**src/rtl/prng_req_arbiter.sv**
```systemverilog
// Sequences a Mersenne-Twister PRNG core (start/re_start pulses), buffers its words
// in a small FIFO and hands them out round-robin to NUM_REQ requesters.
module prng_req_arbiter #(
  parameter int NUM_REQ    = 4,
  parameter int DATA_WIDTH = 32,
  parameter int FIFO_DEPTH = 8,
  parameter int LOW_WATER  = 2,
  parameter int TIMEOUT    = 4096
) (
  input  logic                          clk,
  input  logic                          rst_n,
  input  logic                          enable,
  output logic                          prng_start,
  output logic                          prng_restart,
  input  logic                          prng_valid,
  input  logic [DATA_WIDTH-1:0]         prng_data,
  input  logic [NUM_REQ-1:0]            req,
  output logic [NUM_REQ-1:0]            gnt,
  output logic [DATA_WIDTH-1:0]         rnd_data,
  output logic                          rnd_valid,
  output logic [$clog2(FIFO_DEPTH):0]   fifo_level,
  output logic                          overflow,
  output logic                          timeout_err
);

  localparam int PW = $clog2(FIFO_DEPTH);
  localparam int LW = PW + 1;
  localparam int RW = $clog2(NUM_REQ);
  localparam int WW = $clog2(TIMEOUT) + 1;

  typedef enum logic [2:0] {
    ST_IDLE    = 3'd0,
    ST_START   = 3'd1,
    ST_RESTART = 3'd2,
    ST_WAIT    = 3'd3,
    ST_ERR     = 3'd4
  } state_t;

  state_t                  state_r, state_s;
  logic                    seeded_r;
  logic [WW-1:0]           wd_r;
  logic                    prng_start_r, prng_restart_r, timeout_err_r;

  logic [DATA_WIDTH-1:0]   mem_r [FIFO_DEPTH];
  logic [PW-1:0]           wr_ptr_r, rd_ptr_r;
  logic [LW-1:0]           level_r;
  logic                    overflow_r;

  logic [RW-1:0]           rr_ptr_r, rr_nxt_s, gnt_idx_s;
  logic [NUM_REQ-1:0]      gnt_r;
  logic [DATA_WIDTH-1:0]   rnd_data_r;
  logic                    rnd_valid_r;

  logic                    pop_s, push_s, drop_s, full_s, empty_s;

  assign full_s  = (level_r == LW'(FIFO_DEPTH));
  assign empty_s = (level_r == {LW{1'b0}});
  // A pop in the same cycle frees the slot, so a full FIFO still accepts the word.
  assign push_s  = prng_valid & (~full_s | pop_s);
  assign drop_s  = prng_valid & full_s & ~pop_s;

  // Round-robin search: first requester at or after rr_ptr_r, wrapping.
  always_comb begin : arb_comb
    int   idx;
    logic hit;
    gnt_idx_s = {RW{1'b0}};
    rr_nxt_s  = rr_ptr_r;
    pop_s     = 1'b0;
    idx       = 0;
    hit       = 1'b0;
    for (int i = 0; i < NUM_REQ; i++) begin
      idx       = int'(rr_ptr_r) + i;
      idx       = (idx >= NUM_REQ) ? (idx - NUM_REQ) : idx;
      hit       = ~pop_s & req[RW'(idx)] & ~empty_s;
      gnt_idx_s = hit ? RW'(idx) : gnt_idx_s;
      rr_nxt_s  = hit ? ((idx == NUM_REQ - 1) ? {RW{1'b0}} : RW'(idx + 1)) : rr_nxt_s;
      pop_s     = pop_s | hit;
    end
  end

  // Sequencer next-state logic.
  always_comb begin
    state_s = state_r;
    case (state_r)
      ST_IDLE: begin
        if (enable && !seeded_r) begin
          state_s = ST_START;
        end else if (enable && (level_r <= LW'(LOW_WATER))) begin
          state_s = ST_RESTART;
        end else begin
          state_s = ST_IDLE;
        end
      end
      ST_START:   state_s = ST_WAIT;
      ST_RESTART: state_s = ST_WAIT;
      ST_WAIT: begin
        if (prng_valid) begin
          state_s = ST_IDLE;
        end else if (wd_r == WW'(TIMEOUT - 1)) begin
          state_s = ST_ERR;
        end else begin
          state_s = ST_WAIT;
        end
      end
      ST_ERR:     state_s = ST_ERR;
      default:    state_s = ST_IDLE;
    endcase
  end

  // Sequencer state, pulse outputs, watchdog and sticky timeout flag.
  always_ff @(posedge clk or negedge rst_n) begin
    if (!rst_n) begin
      state_r        <= ST_IDLE;
      seeded_r       <= 1'b0;
      wd_r           <= {WW{1'b0}};
      prng_start_r   <= 1'b0;
      prng_restart_r <= 1'b0;
      timeout_err_r  <= 1'b0;
    end else begin
      state_r        <= state_s;
      prng_start_r   <= (state_s == ST_START);
      prng_restart_r <= (state_s == ST_RESTART);
      if (state_r == ST_START) seeded_r <= 1'b1;
      wd_r           <= (state_r == ST_WAIT) ? (wd_r + WW'(1)) : {WW{1'b0}};
      if ((state_r == ST_WAIT) && (state_s == ST_ERR)) timeout_err_r <= 1'b1;
    end
  end

  // FIFO storage; contents need no reset since level_r gates every read.
  always_ff @(posedge clk) begin
    if (push_s) mem_r[wr_ptr_r] <= prng_data;
  end

  // FIFO pointers, exact occupancy and sticky overflow.
  always_ff @(posedge clk or negedge rst_n) begin
    if (!rst_n) begin
      wr_ptr_r   <= {PW{1'b0}};
      rd_ptr_r   <= {PW{1'b0}};
      level_r    <= {LW{1'b0}};
      overflow_r <= 1'b0;
    end else begin
      if (push_s) wr_ptr_r <= wr_ptr_r + PW'(1);
      if (pop_s)  rd_ptr_r <= rd_ptr_r + PW'(1);
      level_r    <= level_r + LW'(push_s) - LW'(pop_s);
      overflow_r <= overflow_r | drop_s;
    end
  end

  // Registered grant, data hand-out and round-robin pointer.
  always_ff @(posedge clk or negedge rst_n) begin
    if (!rst_n) begin
      gnt_r       <= {NUM_REQ{1'b0}};
      rnd_data_r  <= {DATA_WIDTH{1'b0}};
      rnd_valid_r <= 1'b0;
      rr_ptr_r    <= {RW{1'b0}};
    end else begin
      gnt_r       <= pop_s ? ({{(NUM_REQ-1){1'b0}}, 1'b1} << gnt_idx_s) : {NUM_REQ{1'b0}};
      rnd_valid_r <= pop_s;
      if (pop_s) rnd_data_r <= mem_r[rd_ptr_r];
      rr_ptr_r    <= rr_nxt_s;
    end
  end

  assign prng_start   = prng_start_r;
  assign prng_restart = prng_restart_r;
  assign gnt          = gnt_r;
  assign rnd_data     = rnd_data_r;
  assign rnd_valid    = rnd_valid_r;
  assign fifo_level   = level_r;
  assign overflow     = overflow_r;
  assign timeout_err  = timeout_err_r;

endmodule

```
**config.mk**
```make
export PLATFORM = sky130hd
export DESIGN_NAME = prng_req_arbiter
export DESIGN_NICKNAME = d
export VERILOG_FILES = /design/src/rtl/prng_req_arbiter.sv
export SDC_FILE = /design/constraint.sdc
export NUM_CORES = 1
export LEC_CHECK = 0
export ABC_AREA = 1
export CELL_PAD_IN_SITES_DETAIL_PLACEMENT = 0
export CELL_PAD_IN_SITES_GLOBAL_PLACEMENT = 2
export CORE_MARGIN = 1.5
export CORE_UTILIZATION = 44
export CTS_CLUSTER_SIZE = 14
export DETAILED_ROUTE_END_ITERATION = 16
export HOLD_SLACK_MARGIN = 0.1
export PLACE_DENSITY = 0.94
export SYNTH_ARGS = -nofsm -noshare
export SYNTH_HDL_FRONTEND = slang
export SYNTH_SLANG_ARGS = --single-unit
export TNS_END_PERCENT = 1
```
**constraint.sdc**
```tcl
create_clock -name clk -period 7.41 [get_ports clk]
set_input_delay 1.482 -clock clk [delete_from_list [all_inputs] [get_ports clk]]
set_output_delay 1.482 -clock clk [all_outputs]
set_load 0.05 [all_outputs]
```
==> impl_metrics.env, run 1 <==
export IMPL_detail_route_antenna_nets=0
export IMPL_hold_buffers=0
export IMPL_setup_ws_ps=3400
export IMPL_chipHeight_um=174.4
export IMPL_cell_internal_pwr_mw=4.018
export IMPL_cts_resized=0
export IMPL_reg2reg_depth=13
export IMPL_boundaryPins=85
export IMPL_fin_setup_tns_ps=0
export IMPL_clock_latency_ps=530
export IMPL_clk_path_buf_depth=3
export IMPL_place_inst=1443
export IMPL_status="finished clean"
export IMPL_tightestPinTransition_ps=1043
export IMPL_r2r_start="rr_ptr_r[0]$_DFFE_PN0P_"
export IMPL_cts_sinks=326
export IMPL_dpl_hpwl_mm=13.98
export IMPL_power_mw=6.523
export IMPL_track_usage_pct=17.80
export IMPL_synth_top_flop_cell="edfxtp_1"
export IMPL_clockRootBuffer="clkbuf_16"
export IMPL_finalNonFillerCells=1507
export IMPL_maxSlewViolCount=0
export IMPL_finalCritPeriodShare_pct=54.12
export IMPL_fin_crit_ps=4010
export IMPL_fmax_mhz=249.4
export IMPL_p_sw_mw=2.505
export IMPL_wl_per_cell_um=17.68
export IMPL_setup_viol=0
export IMPL_nNetsFinal=1150
export IMPL_min_to="wd_r[0]$_DFF_PN0_"
export IMPL_cp_max_fo=66
export IMPL_ys_ff_latch=326
export IMPL_area_growth_pct=17.76
export IMPL_die_area_um2=30420
export IMPL_placementRows=62
export IMPL_n_antenna_cell=0
export IMPL_holdPathStages=1
export IMPL_core_area_um2=28780
export IMPL_dp_slack_ps=2836
export IMPL_worst_setup_path_end_kind="flip-flop"
export IMPL_drive_above_1_share_pct=8.103
export IMPL_skew_ps=15.25
export IMPL_synth_cell_types=34
export IMPL_fp_dieW_um=174.4
export IMPL_grt_ovfl_total=0
export IMPL_tritoncts="done"
export IMPL_rsz0062_at_grt="false"
export IMPL_syn_cell_area_um2=12930
export IMPL_syn_num_nets=1074
export IMPL_syn_avg_cell_area_um2=12.67
export IMPL_hold_path_startpoint="wd_r[0]$_DFF_PN0_"
export IMPL_hp_class="flip-flop to flip-flop"
export IMPL_vdd_drop_max_mv=0.2763
export IMPL_crit_required_ps=7800
export IMPL_synth_seq_area_share_pct=73.02
export IMPL_gp_congestion=0.8153
export IMPL_viasPerCell=5.293
export IMPL_finalHoldViolations=0
export IMPL_crit_type="input pin to flip-flop"
export IMPL_power_frac_seq_pct=38.0
export IMPL_vias=7977
export IMPL_grt_max_degree=91
export IMPL_switching_share_pct=38.41
export IMPL_max_cap_violations=0
export IMPL_drc=0
export IMPL_fillCellCount=2369
export IMPL_clk_pin_slew_ps=50
export IMPL_powerDensity_nw_per_um2=428.5
export IMPL_regToRegSetupSlack_ps=3660
export IMPL_r2r_end="fifo_level[1]$_DFF_PN0_"
export IMPL_power_leakage_nw=5.298
export IMPL_hold_ws_ps=468.3
export IMPL_grt_pass1_wl_mm=42.22
export IMPL_dr_pass1_iters=5
export IMPL_worstPathArrival_ps=4400
export IMPL_htreeDepth=2
export IMPL_drtIter0Drc=544
export IMPL_antenna_found_initial=0
export IMPL_yosysWarnings=0
export IMPL_drt_wl_total_mm=26.64
export IMPL_cts_made_buffers=35
export IMPL_pwr_share_comb_pct=36.8
export IMPL_synth_edf_count=256
export IMPL_synth_async_reset_ratio_pct=21.47
export IMPL_start_util_pct=44.91
export IMPL_syn_inst=1020
export IMPL_first_global_vias=7836
export IMPL_start_kind="input pin"
export IMPL_portBuffers=84
export IMPL_post_cts_buffers=0
export IMPL_relSlewSlack_pct=30.34
export IMPL_power_frac_clock_pct=25.2
sequential cells by signal, summed over array words and instances, names as in the netlist:
register / flops
wd_r: 13
seeded_r: 1
overflow: 1
fifo_level: 4
mem_r: 256
state_r: 3
rnd_data: 32
prng_restart: 1
timeout_err: 1
rd_ptr_r: 3
gnt: 4
wr_ptr_r: 3
rnd_valid: 1
rr_ptr_r: 2
prng_start: 1
worst max-delay path by stage:
| stage | start | depth (start not counted) | slack, ps | end |
|---|---|---|---|---|
| final | req[2] | 12 | 3400 | fifo_level[1]$_DFF_PN0_ |
| after global routing | req[2] | 12 | 3130 | fifo_level[1]$_DFF_PN0_ |
| after CTS | req[2] | 12 | 3370 | fifo_level[1]$_DFF_PN0_ |
| after detailed placement | req[2] | 12 | 2840 | fifo_level[1]$_DFF_PN0_ |
| after global placement | req[3] | 12 | 2930 | fifo_level[1]$_DFF_PN0_ |
| after floorplan | req[3] | 10 | 2440 | mem_r[4][0]$_DFFE_PP_ |
power by group through the flow:
stage	Sequential [mW]	Combinational [mW]	Clock [mW]
finish	2.48	2.40	1.64
global route	2.51	2.67	1.75
CTS	2.48	2.43	1.68
detailed placement	2.52	2.42	0
global placement	2.51	2.39	0
floorplan	2.85	1.37	0
cells in the final DEF (no fill, tap or decap), types with 15 or more instances in the layout:
cell             count
buf_4               15
clkbuf_16           35
clkdlybuf4s50_1     83
dfrtp_1             69
edfxtp_1           256
inv_1               28
nand2_1             97
nand3_1             18
nor2_1             149
o21ai_0            193
o221ai_1            32
o22ai_1             32
final cells by class:
class	instances	area [um^2]	area share, %
clock buffers	52	979.7	6.436
clock inverters	12	115.1	0.7562
inverters	32	126.4	0.8302
multi-input cells	603	3134	20.59
flip-flops and latches	326	9443	62.03
well taps	384	480.5	3.156
repair buffers	98	943.4	6.198
cell usage after synthesis, types with 12 or more instances:
cell / instances / share of area, %
a21oi_1: 12 / 0.46
clkbuf_1: 45 / 1.3
dfrtp_1: 70 / 14
edfxtp_1: 256 / 59
ha_1: 13 / 1.3
inv_1: 31 / 0.90
nand2_1: 97 / 2.8
nand3_1: 18 / 0.70
nor2_1: 149 / 4.3
o21ai_0: 193 / 7.5
o21ai_1: 13 / 0.50
o221ai_1: 32 / 2.2
o22ai_1: 32 / 1.5
per-stage QoR:
stage | utilization, % | cell area (um^2)
6_report | 52.89 | 15220
5_1_grt | 52.89 | 15220
4_1_cts | 52.89 | 15220
3_5_place_dp | 49.09 | 14130
3_3_place_gp | 49.09 | 14130
2_1_floorplan | - | 12930
cells by family (layout without fill, tap and decap cells):
| group | after synthesis | after routing | share of synthesized area, % |
|---|---|---|---|
| compound gates | 287 | 287 | 12.58 |
| xor+xnor | 7 | 7 | 0.4743 |
| fa+ha+maj | 14 | 14 | 1.413 |
| buf+inv | 91 | 194 | 3.039 |
| flops | 326 | 326 | 73.02 |
| simple gates | 295 | 295 | 9.467 |
routing by layer:
layer	wire [um]	vias to the layer above	track usage, %
li1	-	3879	-
met1	11890	3885	23.16
met2	13040	166	30.48
met3	1097	47	2.668
met4	616	0	6.214
met5	0	-	0
worst max-delay path: stages:
cell and delay [ps]:
clkdlybuf4s50_1 480, nand2_4 110, nand3_2 60, nand3_2 150, nand2_2 90, a21oi_4 190
nand2_2 200, inv_2 810, nand2_1 130, nand2_1 100, ha_1 180, fa_1 410
Note: power is estimated with default switching activity, not from simulation.
==> run 2, diff against run 1 <==
Settings changed: CORE_UTILIZATION 44 to 41, PLACE_DENSITY 0.94 to 0.89.
Clock period 7.41 ns to 3.85 ns, I/O delays scaled along.
==> run 2 against run 1 <==
Effect of this change:
- routed wire length grew 1.5%
- die area grew 7.2%
- total power grew 93%
- global-route usage shrank 0.99 points
- worst setup slack lost 2800 ps
- cell area grew 0.75%
==> impl_metrics.env, run 2 (same netlist as run 1, synthesis figures left out) <==
export IMPL_vias=8109
export IMPL_reg2reg_depth=15
export IMPL_dr_pass1_iters=5
export IMPL_fin_crit_ps=3219
export IMPL_r2r_start="rr_ptr_r[0]$_DFFE_PN0P_"
export IMPL_status="finished clean"
export IMPL_grt_max_degree=83
export IMPL_start_kind="flip-flop"
export IMPL_pwr_share_comb_pct=37.2
export IMPL_htreeDepth=2
export IMPL_crit_required_ps=4240
export IMPL_drc=0
export IMPL_grt_ovfl_total=0
export IMPL_p_sw_mw=4.858
export IMPL_power_frac_clock_pct=24.9
export IMPL_mostFrequentLayoutCell="edfxtp_1"
export IMPL_layout_common_cells="256 x edfxtp_1, 193 x o21ai_0, 149 x nor2_1"
export IMPL_antenna_found_initial=0
export IMPL_maxSlewViolCount=0
export IMPL_relSlewSlack_pct=35.43
export IMPL_finalCritPeriodShare_pct=83.62
export IMPL_gp_congestion=0.7864
export IMPL_boundaryPins=85
export IMPL_tritoncts="done"
export IMPL_finalHoldViolations=0
export IMPL_powerDensity_nw_per_um2=821.2
export IMPL_tightestPinTransition_ps=968.5
export IMPL_hp_class="input pin to async pin"
export IMPL_skew_ps=17.88
export IMPL_cp_max_fo=11
export IMPL_first_global_vias=8003
export IMPL_final_area_um2=15340
export IMPL_setup_viol=0
export IMPL_switching_share_pct=38.58
export IMPL_rsz0062_at_grt="false"
export IMPL_fmax_mhz=310.6
export IMPL_path_delay_family="adder cells"
export IMPL_cp_num_cells=15
export IMPL_drive_above_1_share_pct=8.842
export IMPL_area_growth_pct=18.64
export IMPL_crit_path_max_incr_delay_ps=590
export IMPL_wl_per_cell_um=17.71
export IMPL_detail_route_antenna_nets=0
export IMPL_clock_latency_ps=510
export IMPL_worst_path_max_delay_cell="dfrtp_1"
export IMPL_largest_reg_flops=256
export IMPL_place_area_um2=14250
export IMPL_vdd_drop_max_mv=0.4634
export IMPL_track_usage_pct=16.81
export IMPL_cts_sinks=326
export IMPL_cts_resized=0
export IMPL_core_area_um2=30830
export IMPL_fin_setup_tns_ps=0
export IMPL_cp_num_buf_inv=3
export IMPL_crit_type="flip-flop to flip-flop"
export IMPL_die_area_um2=32600
export IMPL_power_leakage_nw=5.335
export IMPL_post_cts_buffers=0
export IMPL_cell_internal_pwr_mw=7.735
export IMPL_portBuffers=84
export IMPL_power_frac_seq_pct=37.9
export IMPL_max_cap_violations=0
export IMPL_viasPerCell=5.310
export IMPL_worstPathCellList="inv_6 -> ha_1 -> inv_1 -> nand3_2 -> nand3_2 -> nand2_2 -> a21oi_4 -> nand2_2 -> o21ai_4 -> inv_1 -> nand2_1 -> nand2_1 -> ha_1 -> fa_1 -> xor2_1"
export IMPL_drtIter0Drc=666
export IMPL_clk_pin_slew_ps=60
export IMPL_nNetsFinal=1158
export IMPL_dpl_hpwl_mm=14.99
export IMPL_n_antenna_cell=0
export IMPL_hold_buffers=0
export IMPL_start_util_pct=41.93
export IMPL_chipHeight_um=180.6
export IMPL_clockRootBuffer="clkbuf_16"
export IMPL_top_register="mem_r"
export IMPL_grt_pass1_wl_mm=43.41
export IMPL_regToRegSetupSlack_ps=630
export IMPL_r2r_end="fifo_level[2]$_DFF_PN0_"
export IMPL_worst_setup_path_end_kind="flip-flop"
export IMPL_fp_dieW_um=180.6
export IMPL_clk_path_buf_depth=3
export IMPL_placementRows=64
export IMPL_cts_made_buffers=36
export IMPL_drt_wl_total_mm=27.04
export IMPL_worstPathArrival_ps=3600
==> run 2: cell types whose count changed in the layout (fill, tap and decap cells not counted), sizes merged <==
cell | previous run | this run
clkinvlp | 0 | 1
clkbuf | 52 | 53
inv | 34 | 33
clkinv | 9 | 10
buf | 15 | 22
bufinv | 1 | 0
==> run 2: worst max path at each step <==
stage / startpoint / end / slack, ps
CTS: rr_ptr_r[0]$_DFFE_PN0P_ / fifo_level[2]$_DFF_PN0_ / 610
floorplan: fifo_level[2]$_DFF_PN0_ / mem_r[4][0]$_DFFE_PP_ / -670
finish: rr_ptr_r[0]$_DFFE_PN0P_ / fifo_level[2]$_DFF_PN0_ / 630
detailed placement: req[2] / fifo_level[2]$_DFF_PN0_ / 540
global route: rr_ptr_r[0]$_DFFE_PN0P_ / fifo_level[2]$_DFF_PN0_ / 400
global placement: req[3] / fifo_level[2]$_DFF_PN0_ / 650
==> run 2: layout make-up <==
type	instances	area, um^2
Inverter	32	126.4
Clock buffer	53	1005
Multi-Input combinational cell	603	3134
Clock inverter	12	85.08
Timing Repair Buffer	105	1046
Tap cell	396	495.5
Sequential cell	326	9444
Fill cell	2664	15490
==> run 2: per-stage QoR <==
stage	hold WS, ps	total power, mW	utilization [%]	setup WS, ps	cells
6_report	421.3	12.59	49.74	630.8	1527
3_3_place_gp	445.3	9.520	46.21	650.3	1462
5_1_grt	488.1	13.42	49.74	396.7	1527
3_5_place_dp	452.3	9.585	46.21	544.7	1462
2_1_floorplan	432.9	8.133	-	-672.5	1020
4_1_cts	463.9	12.75	49.74	608.0	1527
==> run 2: worst reg2reg max path: stages (launching register included) <==
cell and delay (ps):
dfrtp_1 590, inv_6 100, ha_1 410, inv_1 170, nand3_2 110, nand3_2 90, nand2_2 80, a21oi_4 200
nand2_2 210, o21ai_4 200, inv_1 90, nand2_1 70, nand2_1 50, ha_1 210, fa_1 380, xor2_1 150
==> run 2: layer usage <==
layer	global-route usage [%]	part of all wire [%]
met5	0	0
met1	23.08	46
met3	2.587	4.7
met4	4.403	1.6
met2	28.03	48
==> run 2: power groups by stage <==
stage	logic, mW	registers [mW]	clock network, mW
global route	5.21	4.85	3.36
floorplan	2.64	5.49	0
finish	4.68	4.78	3.14
CTS	4.76	4.78	3.21
global placement	4.67	4.85	0
detailed placement	4.74	4.85	0
